===== src/rtl/reorder_buffer.sv =====
// reorder_buffer: circular in-order commit queue with CDB capture and redirect.
// Optional macro ROB_QUERY_EN adds two combinational ready/value lookup ports.
`ifndef ROB_SIZE_WIDTH
`define ROB_SIZE_WIDTH 3
`endif
`ifndef INST_OP_WIDTH
`define INST_OP_WIDTH 6
`endif
`ifndef REG_CNT_WIDTH
`define REG_CNT_WIDTH 5
`endif
`ifndef XLEN
`define XLEN 32
`endif

module reorder_buffer #(
  parameter int SIZE_WIDTH = `ROB_SIZE_WIDTH
) (
  input  logic                      clk,
  input  logic                      rst,
  input  logic                      rdy,
  input  logic                      stall,
  input  logic                      dec_ready,
  input  logic [`INST_OP_WIDTH-1:0] dec_op,
  input  logic [`REG_CNT_WIDTH-1:0] dec_rd,
  input  logic [`XLEN-1:0]          dec_pc,
  input  logic                      dec_pred_jump,
  input  logic                      cdb_ready,
  input  logic [SIZE_WIDTH-1:0]     cdb_id,
  input  logic [`XLEN-1:0]          cdb_val,
  input  logic                      cdb_jump,
  input  logic [`XLEN-1:0]          cdb_target,
`ifdef ROB_QUERY_EN
  input  logic [SIZE_WIDTH-1:0]     q_id1,
  input  logic [SIZE_WIDTH-1:0]     q_id2,
  output logic                      q_ready1,
  output logic [`XLEN-1:0]          q_val1,
  output logic                      q_ready2,
  output logic [`XLEN-1:0]          q_val2,
`endif
  output logic                      rob_full,
  output logic                      rob_rf_enable,
  output logic [`REG_CNT_WIDTH-1:0] rob_rf_rd,
  output logic [`XLEN-1:0]          rob_rf_val,
  output logic [SIZE_WIDTH-1:0]     rob_head_id,
  output logic [SIZE_WIDTH-1:0]     rob_tail_id,
  output logic                      rob_store_commit,
  output logic                      flush,
  output logic [`XLEN-1:0]          flush_pc
);

  localparam int SIZE = 1 << SIZE_WIDTH;
  localparam logic [`INST_OP_WIDTH-1:0] OP_JALR = 4;
  localparam logic [`INST_OP_WIDTH-1:0] OP_BEQ  = 5;
  localparam logic [`INST_OP_WIDTH-1:0] OP_BNE  = 6;
  localparam logic [`INST_OP_WIDTH-1:0] OP_BLT  = 7;
  localparam logic [`INST_OP_WIDTH-1:0] OP_BGE  = 8;
  localparam logic [`INST_OP_WIDTH-1:0] OP_BLTU = 9;
  localparam logic [`INST_OP_WIDTH-1:0] OP_BGEU = 10;
  localparam logic [`INST_OP_WIDTH-1:0] OP_SB   = 16;
  localparam logic [`INST_OP_WIDTH-1:0] OP_SH   = 17;
  localparam logic [`INST_OP_WIDTH-1:0] OP_SW   = 18;

  typedef logic [SIZE_WIDTH-1:0] id_t;

  logic [SIZE-1:0] busy_q, busy_d;
  logic [SIZE-1:0] rdy_q, rdy_d;
  logic [SIZE-1:0] pred_q, pred_d;
  logic [SIZE-1:0] jump_q, jump_d;
  logic [`INST_OP_WIDTH-1:0] op_q [SIZE];
  logic [`INST_OP_WIDTH-1:0] op_d [SIZE];
  logic [`REG_CNT_WIDTH-1:0] rd_q [SIZE];
  logic [`REG_CNT_WIDTH-1:0] rd_d [SIZE];
  logic [`XLEN-1:0] pc_q [SIZE];
  logic [`XLEN-1:0] pc_d [SIZE];
  logic [`XLEN-1:0] val_q [SIZE];
  logic [`XLEN-1:0] val_d [SIZE];
  logic [`XLEN-1:0] tgt_q [SIZE];
  logic [`XLEN-1:0] tgt_d [SIZE];

  id_t head_q, head_d;
  id_t tail_q, tail_d;
  logic [SIZE_WIDTH:0] cnt_q, cnt_d;

  logic rf_en_q, rf_en_d;
  logic [`REG_CNT_WIDTH-1:0] rf_rd_q, rf_rd_d;
  logic [`XLEN-1:0] rf_val_q, rf_val_d;
  logic sc_q, sc_d;
  logic flush_q, flush_d;
  logic [`XLEN-1:0] fpc_q, fpc_d;

  logic alloc, commit, cdb_hit, redirect;
  logic h_branch, h_store, h_jalr;
  id_t h;

  function automatic logic is_store(logic [`INST_OP_WIDTH-1:0] op);
    return op inside {OP_SB, OP_SH, OP_SW};
  endfunction

  assign rob_full = cnt_q == (SIZE_WIDTH+1)'(SIZE);

  always_comb begin
    h = head_q;
    h_branch = op_q[h] inside
      {OP_BEQ, OP_BNE, OP_BLT, OP_BGE, OP_BLTU, OP_BGEU};
    h_store = is_store(op_q[h]);
    h_jalr = op_q[h] == OP_JALR;
    cdb_hit = cdb_ready && !flush_q && busy_q[cdb_id];
    alloc = dec_ready && !stall && !flush_q && !rob_full;
    // A result landing on the head this edge delays its commit by one edge.
    commit = busy_q[h] && rdy_q[h] && !(cdb_hit && cdb_id == h);
    redirect = commit &&
      (h_jalr || (h_branch && jump_q[h] != pred_q[h]));

    busy_d = busy_q;
    rdy_d = rdy_q;
    pred_d = pred_q;
    jump_d = jump_q;
    op_d = op_q;
    rd_d = rd_q;
    pc_d = pc_q;
    val_d = val_q;
    tgt_d = tgt_q;
    head_d = head_q;
    tail_d = tail_q;
    cnt_d = cnt_q + (SIZE_WIDTH+1)'(alloc)
                  - (SIZE_WIDTH+1)'(commit);
    rf_en_d = 1'b0;
    rf_rd_d = rf_rd_q;
    rf_val_d = rf_val_q;
    sc_d = 1'b0;
    flush_d = 1'b0;
    fpc_d = fpc_q;

    if (alloc) begin
      busy_d[tail_q] = 1'b1;
      rdy_d[tail_q] = is_store(dec_op);
      op_d[tail_q] = dec_op;
      rd_d[tail_q] = dec_rd;
      pc_d[tail_q] = dec_pc;
      pred_d[tail_q] = dec_pred_jump;
      tail_d = tail_q + id_t'(1);
    end

    if (cdb_hit) begin
      rdy_d[cdb_id] = 1'b1;
      val_d[cdb_id] = cdb_val;
      jump_d[cdb_id] = cdb_jump;
      tgt_d[cdb_id] = cdb_target;
    end

    if (commit) begin
      busy_d[h] = 1'b0;
      head_d = h + id_t'(1);
      sc_d = h_store;
      rf_en_d = !h_branch && !h_store;
      if (rf_en_d) begin
        rf_rd_d = rd_q[h];
        rf_val_d = val_q[h];
      end
    end

    if (redirect) begin
      flush_d = 1'b1;
      fpc_d = (h_jalr || jump_q[h]) ? tgt_q[h]
                                    : pc_q[h] + `XLEN'(4);
      head_d = '0;
      tail_d = '0;
      cnt_d = '0;
      busy_d = '0;
    end
  end

  always_ff @(posedge clk) begin
    if (rst) begin
      busy_q <= '0;
      rdy_q <= '0;
      pred_q <= '0;
      jump_q <= '0;
      op_q <= '{default: '0};
      rd_q <= '{default: '0};
      pc_q <= '{default: '0};
      val_q <= '{default: '0};
      tgt_q <= '{default: '0};
      head_q <= '0;
      tail_q <= '0;
      cnt_q <= '0;
      rf_en_q <= 1'b0;
      rf_rd_q <= '0;
      rf_val_q <= '0;
      sc_q <= 1'b0;
      flush_q <= 1'b0;
      fpc_q <= '0;
    end else if (rdy) begin
      busy_q <= busy_d;
      rdy_q <= rdy_d;
      pred_q <= pred_d;
      jump_q <= jump_d;
      op_q <= op_d;
      rd_q <= rd_d;
      pc_q <= pc_d;
      val_q <= val_d;
      tgt_q <= tgt_d;
      head_q <= head_d;
      tail_q <= tail_d;
      cnt_q <= cnt_d;
      rf_en_q <= rf_en_d;
      rf_rd_q <= rf_rd_d;
      rf_val_q <= rf_val_d;
      sc_q <= sc_d;
      flush_q <= flush_d;
      fpc_q <= fpc_d;
    end
  end

  assign rob_rf_enable = rf_en_q;
  assign rob_rf_rd = rf_rd_q;
  assign rob_rf_val = rf_val_q;
  assign rob_head_id = head_q;
  assign rob_tail_id = tail_q;
  assign rob_store_commit = sc_q;
  assign flush = flush_q;
  assign flush_pc = fpc_q;

`ifdef ROB_QUERY_EN
  always_comb begin
    q_ready1 = rdy_q[q_id1];
    q_val1 = val_q[q_id1];
    q_ready2 = rdy_q[q_id2];
    q_val2 = val_q[q_id2];
    if (cdb_ready && cdb_id == q_id1) begin
      q_ready1 = 1'b1;
      q_val1 = cdb_val;
    end
    if (cdb_ready && cdb_id == q_id2) begin
      q_ready2 = 1'b1;
      q_val2 = cdb_val;
    end
  end
`endif

endmodule


===== config.mk =====
export PLATFORM = sky130hd
export DESIGN_NAME = reorder_buffer
export DESIGN_NICKNAME = d
export VERILOG_FILES = /design/src/rtl/reorder_buffer.sv
export SDC_FILE = /design/constraint.sdc
export NUM_CORES = 2
export LEC_CHECK = 0
export BUFFER_PORTS_ARGS = -buffer_cell sky130_fd_sc_hd__buf_2
export CAP_MARGIN = 0
export CORE_ASPECT_RATIO = 1.4
export CORE_MARGIN = 5
export CORE_UTILIZATION = 35
export CTS_CLUSTER_DIAMETER = 200
export DETAILED_ROUTE_END_ITERATION = 6
export GPL_ROUTABILITY_DRIVEN = 1
export GPL_TIMING_DRIVEN = 0
export HOLD_SLACK_MARGIN = 0.15
export SETUP_SLACK_MARGIN = 0.15
export SYNTH_ARGS = -nofsm -noshare
export SYNTH_HDL_FRONTEND = slang
export SYNTH_SLANG_ARGS = --single-unit
export TNS_END_PERCENT = 1

===== constraint.sdc =====
create_clock -name clk -period 4.33 [get_ports clk]
set_clock_uncertainty 0.05 [all_clocks]
set_input_delay 0.433 -clock clk [delete_from_list [all_inputs] [get_ports clk]]
set_output_delay 0.433 -clock clk [all_outputs]
set_load 0.01 [all_outputs]

==> results.cfg <==
[worst_setup_path]
cp_data_arrival_time_ns = 5.00
end_kind = register
critPathLaunchType = register
required_ns = 4.94
crit_fanout = 10
path_class = register to register

[layout]
stdcell_area_sq_um = 48400
drive_above_1_share_pct = 10.6
fin_nets = 5683
stdcell_count = 7157
regArea_sq_um = 19400
fillers = 12100
multi_input_area_sq_um = 19500
fin_util_pct = 41.2
areaGrowthSynthToFinish_pct = 17.3

[floorplan]
start_util_pct = 35.1
die-area_sq_um = 125000
design.portCount = 197
die_w_um = 300
die_h_um = 416
num_rows = 149
coreArea_sq_um = 117000

[global_route]
grt_max_degree = 15
grt_pass1_wl_um = 275000
antenna_found_initial = 16
grt_pass1_vias = 39200
gr-usage-all-layers_pct = 29.7
overflow = 0

[synth]
synthCells = 5253
synthSimpleGateAreaFrac_pct = 20.4
synth_top_family_by_area = compound AO/OA/AOI/OAI gates
ys_seq_area_share_pct = 47.1
ys_ff_latch = 970
synth.cell_area_sq_um = 41300
synth-edff-count = 0
synthFlopType = dfxtp_1
synthAdderAreaFrac_pct = 0.291
yosys_warnings = 0
synthXorXnorAreaFrac_pct = 0.573
synthMuxAreaShare_pct = 4.80
synth_async_sr_flop_share_pct = 0
syn-num-nets = 5380
avgSynthCellArea_sq_um = 7.86
ys_types = 85
synth-compound-area-share_pct = 20.7

[place]
dp.cells = 6852
port_buffers = 83
place_congestion = 0.989
place_ws_ns = -1.41
dp_hpwl_um = 137000
placedInstanceArea_sq_um = 43700

[timing]
period_minus_slack_ns = 4.40
slew_viol_final = 11
fin_crit_sh_pct = 102
worst_pin_slew_ns = 1.64
finalSetupTns_ns = -0.0656
fmax_mhz = 227
layout_setup_ws_ns = -0.0656
hold_viol = 0
slew_headroom_pct = -9.14
setup_violations = 1
rsz0062_at_grt = yes

[clock_network]
root_buffer = clkbuf_16
path_clk_slew_ns = 0.07
clk_path_buf_depth = 3
clock_latency_ns = 0.73
htreeDepth = 3
cts.sinks = 970
cts_tree = done
numCtsBuffers = 96

[route]
routed_wl_um = 195000
drtPass1Iterations = 6
drtIter0Drc = 5018
drc = 0
num_vias = 41500
via_per_inst = 5.80
post_drt_wl_per_cell_um = 27.3
ant_nets = 0

[pwr]
p_per_area_nw_per_um2 = 382
ir_drop_mv = 0.293
power.static_leakage_nw = 15.6

[status]
failed_checks = capacitance limit, slew limit, setup timing
status = finished, violations left

[job]
max-cap-violations = 1

[worst_hold_path]
hold_class = primary input to register
layout make-up:
type | count | share of cell area, %
multi-input cells | 3724 | 40.2
inverters | 15 | 0.116
clock inverters | 29 | 0.669
repair buffers | 205 | 3.43
plain buffers | 544 | 5.60
flip-flops and latches | 970 | 40.1
clock buffers | 147 | 5.88
diodes | 13 | 0.0672
well taps | 1510 | 3.90
where the power goes:
part	total (mW)	switching [mW]	internal, mW
clock network	8.65	3.91	4.74
registers	8.99	0.0262	8.96
logic	0.881	0.641	0.240
per-stage QoR:
stage | power, mW | hold WS (ns)
2_1_floorplan | 9.62 | 0.382
3_3_place_gp | 9.94 | 0.387
3_5_place_dp | 9.95 | 0.394
4_1_cts | 18.5 | 0.165
5_1_grt | 18.9 | 0.185
6_report | 18.5 | 0.183
flip-flops by register name, indices dropped and copies added, names as in the netlist:
register	cells
pc_q	256
tgt_q	256
val_q	256
op_q	48
rd_q	40
flush_pc	32
rob_rf_val	32
busy_q	8
jump_q	8
pred_q	8
rdy_q	8
rob_rf_rd	5
cnt_q	4
rob_head_id	3
rob_tail_id	3
flush	1
rob_rf_enable	1
rob_store_commit	1
cells by family (layout without fill, tap and decap cells):
family                   Yosys count  after routing
other                              0             13
buffers and inverters            559            940
XOR/XNOR                          27             27
flip-flops                       970            970
adder cells (fa/ha/maj)            9              9
AND/OR/NAND/NOR                 2114           2114
multiplexers                     150            150
AO/OA/AOI/OAI                   1424           1424
layout by cell type (no fill, tap or decap), drive strengths merged, types with 21 or more instances in the layout:
cell and count:
nor2 102, mux2i 72, a211oi 36, nand3 30, dfxtp 970, nand4 28, clkinv 24, buf 239
mux2 44, a221oi 114, a21oi 943, nand2 1845, o21ai 51, dlygate4sd3 108, o22ai 21, clkbuf 543
a22o 67, a311oi 31, mux4 34, a22oi 77
worst paths after layout:
kind / end / startpoint / depth (start not counted) / slack, ns
worst min-delay path: op_q[23] / dec_op[5] / 3 / 0.18
worst max register to register: flush_pc[3] / rob_head_id[0] / 10 / -0.07
worst max-delay path: flush_pc[3] / rob_head_id[0] / 10 / -0.07
worst min register to register: tgt_q[153] / tgt_q[153] / 2 / 0.40
metal layers:
| metal | vias to the layer above | GRT usage [%] | share of wire (%) |
|---|---|---|---|
| li1 | 18500 | - | - |
| met1 | 19700 | 35.0 | 36 |
| met2 | 2654 | 47.2 | 45 |
| met3 | 741 | 6.79 | 11 |
| met4 | 6 | 21.9 | 9.1 |
| met5 | - | 0.390 | 0.021 |
cell usage after synthesis, drive strengths merged (21+ instances only):
library cell,n,area share (%)
nand2,1845,17
dfxtp,970,47
a21oi,943,11
clkbuf,395,3.7
buf,149,2.3
a221oi,114,2.4
nor2,102,0.93
a22oi,77,1.4
mux2i,72,1.7
a22o,67,1.4
o21ai,51,0.62
mux2,44,1.2
a211oi,36,0.65
mux4,34,1.9
a311oi,31,0.66
nand3,30,0.38
nand4,28,0.44
o22ai,21,0.32
timing repair:
item,in CTS,in global routing
hold buffers,108,0
buffers inserted,5,3
endpoints found under the setup margin,199,133
gates resized for setup,112,21
endpoints found under the hold margin,864,0
pin swaps,5,1
worst max-delay path, cell delays in order, from the launching register on:
cell	delay, ns
dfxtp_2	0.37
buf_4	0.19
buf_4	0.20
buf_6	0.18
nor3b_4	0.52
clkbuf_1	0.73
clkbuf_1	1.01
a221oi_1	0.29
nand4_1	0.27
o2111ai_1	0.26
a21oi_1	0.21
Power figures use the tool's default switching activity.
